### src/rtl/alu_check_delay.sv
// Shift register with per-stage valid and synchronous clear; carries expected
// values alongside the ALU pipeline.
module alu_check_delay #(
  parameter int WIDTH = 8,
  parameter int DEPTH = 2
) (
  input  logic             clk,
  input  logic             clr,
  input  logic             in_vld,
  input  logic [WIDTH-1:0] in_data,
  output logic             out_vld,
  output logic [WIDTH-1:0] out_data
);

  logic [DEPTH-1:0] vld_q;
  logic [WIDTH-1:0] data_q [DEPTH];

  always_ff @(posedge clk) begin
    if (clr) begin
      vld_q  <= '0;
      data_q <= '{default: '0};
    end else begin
      vld_q[0]  <= in_vld;
      data_q[0] <= in_data;
      for (int i = 1; i < DEPTH; i++) begin
        vld_q[i]  <= vld_q[i-1];
        data_q[i] <= data_q[i-1];
      end
    end
  end

  assign out_vld  = vld_q[DEPTH-1];
  assign out_data = data_q[DEPTH-1];

endmodule

### config.mk
export PLATFORM = sky130hd
export DESIGN_NAME = alu_check_delay
export DESIGN_NICKNAME = d
export VERILOG_FILES = /design/src/rtl/alu_check_delay.sv
export SDC_FILE = /design/constraint.sdc
export NUM_CORES = 1
export LEC_CHECK = 0
export ABC_AREA = 1
export BUFFER_PORTS_ARGS = -buffer_cell sky130_fd_sc_hd__buf_2
export CAP_MARGIN = 5
export CORE_AREA = 3 3 40 42
export DETAILED_ROUTE_END_ITERATION = 6
export DIE_AREA = 0 0 43 45
export PLACE_DENSITY = 0.71
export SLEW_MARGIN = 10
export SYNTH_ARGS = -nofsm -noshare
export SYNTH_HDL_FRONTEND = slang
export SYNTH_SLANG_ARGS = --single-unit
### constraint.sdc
create_clock -name clk -period 1.3 [get_ports clk]
set_input_delay 0.13 -clock clk [delete_from_list [all_inputs] [get_ports clk]]
set_output_delay 0.13 -clock clk [all_outputs]
set_load 0.02 [all_outputs]
==> PnR_summary.wiki <==
{| class="wikitable"
! Metric !! Value
|-
| Placer's final routability congestion estimate || 0.570
|-
| Cell taking the most area after synthesis || dfxtp_1
|-
| Vias per std cell || 3.60
|-
| Setup crit start kind || flip-flop
|-
| Total cell area at the placement stage || 609 um^2
|-
| Worst Path Max Fanout || 1
|-
| Total of fill cells in the finished design || 136
|-
| Slack of the worst reg-to-reg path || 790 ps
|-
| Boundary pin count || 20
|-
| Result of the run || finished, final reports clean
|-
| Maximum number of pins on one net before global-route repair || 19
|-
| Reg-to-Reg Start || data_q[13]
|-
| Number of buffers created by CTS || 3
|-
| Maximum capacitance violations || 0
|-
| Number of buffers and inverters on the critical path || 1
|-
| I/O Buffers || 19
|-
| Number of hold-slack violations in the final timing report || 0
|-
| Compound-gate portion of the synthesized area || 0%
|-
| Largest buffer count on any clock path || 2
|-
| Fraction of layout instances using a drive strength above 1 || 28.9%
|-
| Combined global-route utilization of all metal layers || 9.16%
|-
| Adder and majority gate portion of the synthesized area || 0%
|-
| Type of the worst setup path || reg2out
|-
| Number of flops mapped to enable cells by yosys || 0
|-
| Area of the core region || 1280 um^2
|-
| Total of endpoints with negative setup slack in the final report || 0
|-
| Area fraction of the dominant cell type after synthesis || 61.9%
|-
| Endpoint of the most critical setup path || out_data[5]
|-
| Y dimension of the die || 45 um
|-
| Die area || 1940 um^2
|-
| Standby leakage power || 0.358 nW
|-
| Post-route design area || 632 um^2
|-
| Share of the cycle needed by the critical path after routing || 68.3%
|-
| WP data arrival || 760 ps
|-
| First DRT Iteration DRCs || 1
|-
| Die width || 43 um
|-
| Max-slew violation total from the final report || 0
|-
| Count of state elements after synthesis || 18
|-
| Final TNS setup || 0 ps
|-
| Total wire length || 695 um
|-
| Cell breakdown of the critical path || buf_2
|-
| Final Critical Period || 888 ps
|-
| Path category of the worst min-delay check || in2reg
|-
| Post-CTS setup buffers || 0
|-
| Via Count || 328
|-
| # H-tree levels || 1
|-
| Area delta synth->final || 8.60%
|-
| Largest family of logic cells by synthesized area || buffers and inverters
|-
| Clock root cell || clkbuf_4
|-
| Pin slew with the least headroom to its limit || 279 ps
|-
| Number of hold buffers added after CTS || 0
|-
| Worst-skew pair later-pin latency || 280 ps
|-
| Post-synthesis share of cell area spent on and, or, nand and nor gates || 11.6%
|-
| Reg-to-Reg End || out_data[5]
|-
| Antenna Violating Nets Remaining || 0
|-
| Power density cells || 1420 nW/um^2
|-
| Sequential-to-total area share from yosys stat || 61.9%
|-
| Critical path startpoint || out_data[5]
|-
| Cell area after technology mapping || 582 um^2
|-
| XOR/XNOR Fraction of Synth Area || 0%
|-
| Site row count || 13
|-
| Nets in the synthesized netlist || 75
|-
| CTS tree || yes
|-
| Number of global-route vias before repair || 288
|-
| Max VDD drop || 0.576 mV
|-
| First-pass GRT wire length || 1190 um
|-
| RSZ-0062 raised after global routing || no
|-
| Starting density of the core || 45.3%
|-
| Clock Sink Count || 18
|-
| Multiplexer fraction of the synthesized cell area || 0%
|-
| Slowest library cell on the worst path || dfxtp_1
|-
| Critical path's largest stage delay || 330 ps
|-
| Number of different library cells in the post-synthesis netlist || 6
|-
| Type of destination of the critical path || output pin
|-
| Global-route congestion overflow total || 0
|-
| Total of cells resized after clock tree synthesis || 0
|-
| Reg clk slew, reported paths || 90 ps
|-
| Remaining max-slew budget at the tightest pin || 81.4%
|-
| Top cells by instance count after synthesis || dfxtp_1, inv_1, nor2_1
|-
| Synth Instances || 64
|-
| Average cell area after synthesis || 9.09 um^2
|-
| Avg WL per Cell || 7.64 um
|-
| Share of synthesized registers carrying an async set or reset || 0%
|-
| # nets final || 89
|-
| Crit. path cell count || 1
|-
| First-pass iteration count of the detailed router || 2
|-
| Dominant synthesized flop cell || dfxtp_1
|-
| Total inserted antenna cells || 0
|-
| Initial antenna violation count || 0
|-
| DPL Wire Length || 510 um
|-
| CP required || 1170 ps
|-
| Largest delay share family, worst path || flip-flops
|-
| Clock skew || 0.664 ps
|-
| Yosys warnings || 0
|-
| Max Clock Freq || 1.13 GHz
|-
| Top cells by area in the synthesized netlist || dfxtp_1, inv_1, nor2_1
|-
| Count of cells along the worst register-to-register path || 2
|-
| Final routed DRC violation total || 0
|}
power breakdown:
group          switching, mW  total, mW  leakage, nW  internal [mW]
sequential           0.00570      0.582        0.149          0.577
clock                  0.144      0.252       0.0138          0.107
combinational         0.0391     0.0661        0.196         0.0271
state kept, by name, summed over array words and instances, names as in the netlist:
| name | flops |
|---|---|
| vld_q | 2 |
| data_q | 8 |
| out_data | 8 |
stage by stage:
stage          instances  utilization [%]  worst slack [ps]  power, mW  hold WS, ps
2_1_floorplan         64                -               754      0.655          237
3_3_place_gp          88             47.4               703      0.660          330
3_5_place_dp          88             47.4               674      0.663          335
4_1_cts               91             49.2               389      0.915         35.0
5_1_grt               91             49.2               354      0.954         22.5
6_report              91             49.2               412      0.900         45.3
per-layer routing:
metal	track usage [%]	part of all wire (%)
met5	0	0
met4	12.7	3.5
met3	1.20	7.9
met2	13.8	52
met1	9.65	36
cells by family (layout without fill, tap and decap cells):
family / count (synthesis) / after routing
flops: 18 / 18
buf+inv: 28 / 40
simple gates: 18 / 18
area by class of cell:
type | instances | area (um^2) | area share [%]
Sequential cell | 18 | 360 | 57.0
Timing Repair Buffer | 19 | 95.1 | 15.0
Multi-Input combinational cell | 18 | 67.6 | 10.7
Inverter | 18 | 67.6 | 10.7
Clock buffer | 3 | 22.5 | 3.56
Tap cell | 15 | 18.8 | 2.97
worst min-delay path by stage:
stage	startpoint	endpoint	slack [ps]	depth (start not counted)
final	in_data[7]	data_q[15]	50	3
after global routing	in_data[7]	data_q[15]	20	3
after CTS	in_data[7]	data_q[15]	40	3
after detailed placement	in_data[7]	data_q[15]	330	3
after global placement	in_data[7]	data_q[15]	330	3
after floorplan	in_data[2]	data_q[10]	240	2
cells in the final DEF (no fill, tap or decap):
cell and count:
nor2_1 18, dfxtp_1 18, inv_1 18, buf_2 19, clkbuf_4 3
(Power assumes the default switching activity.)
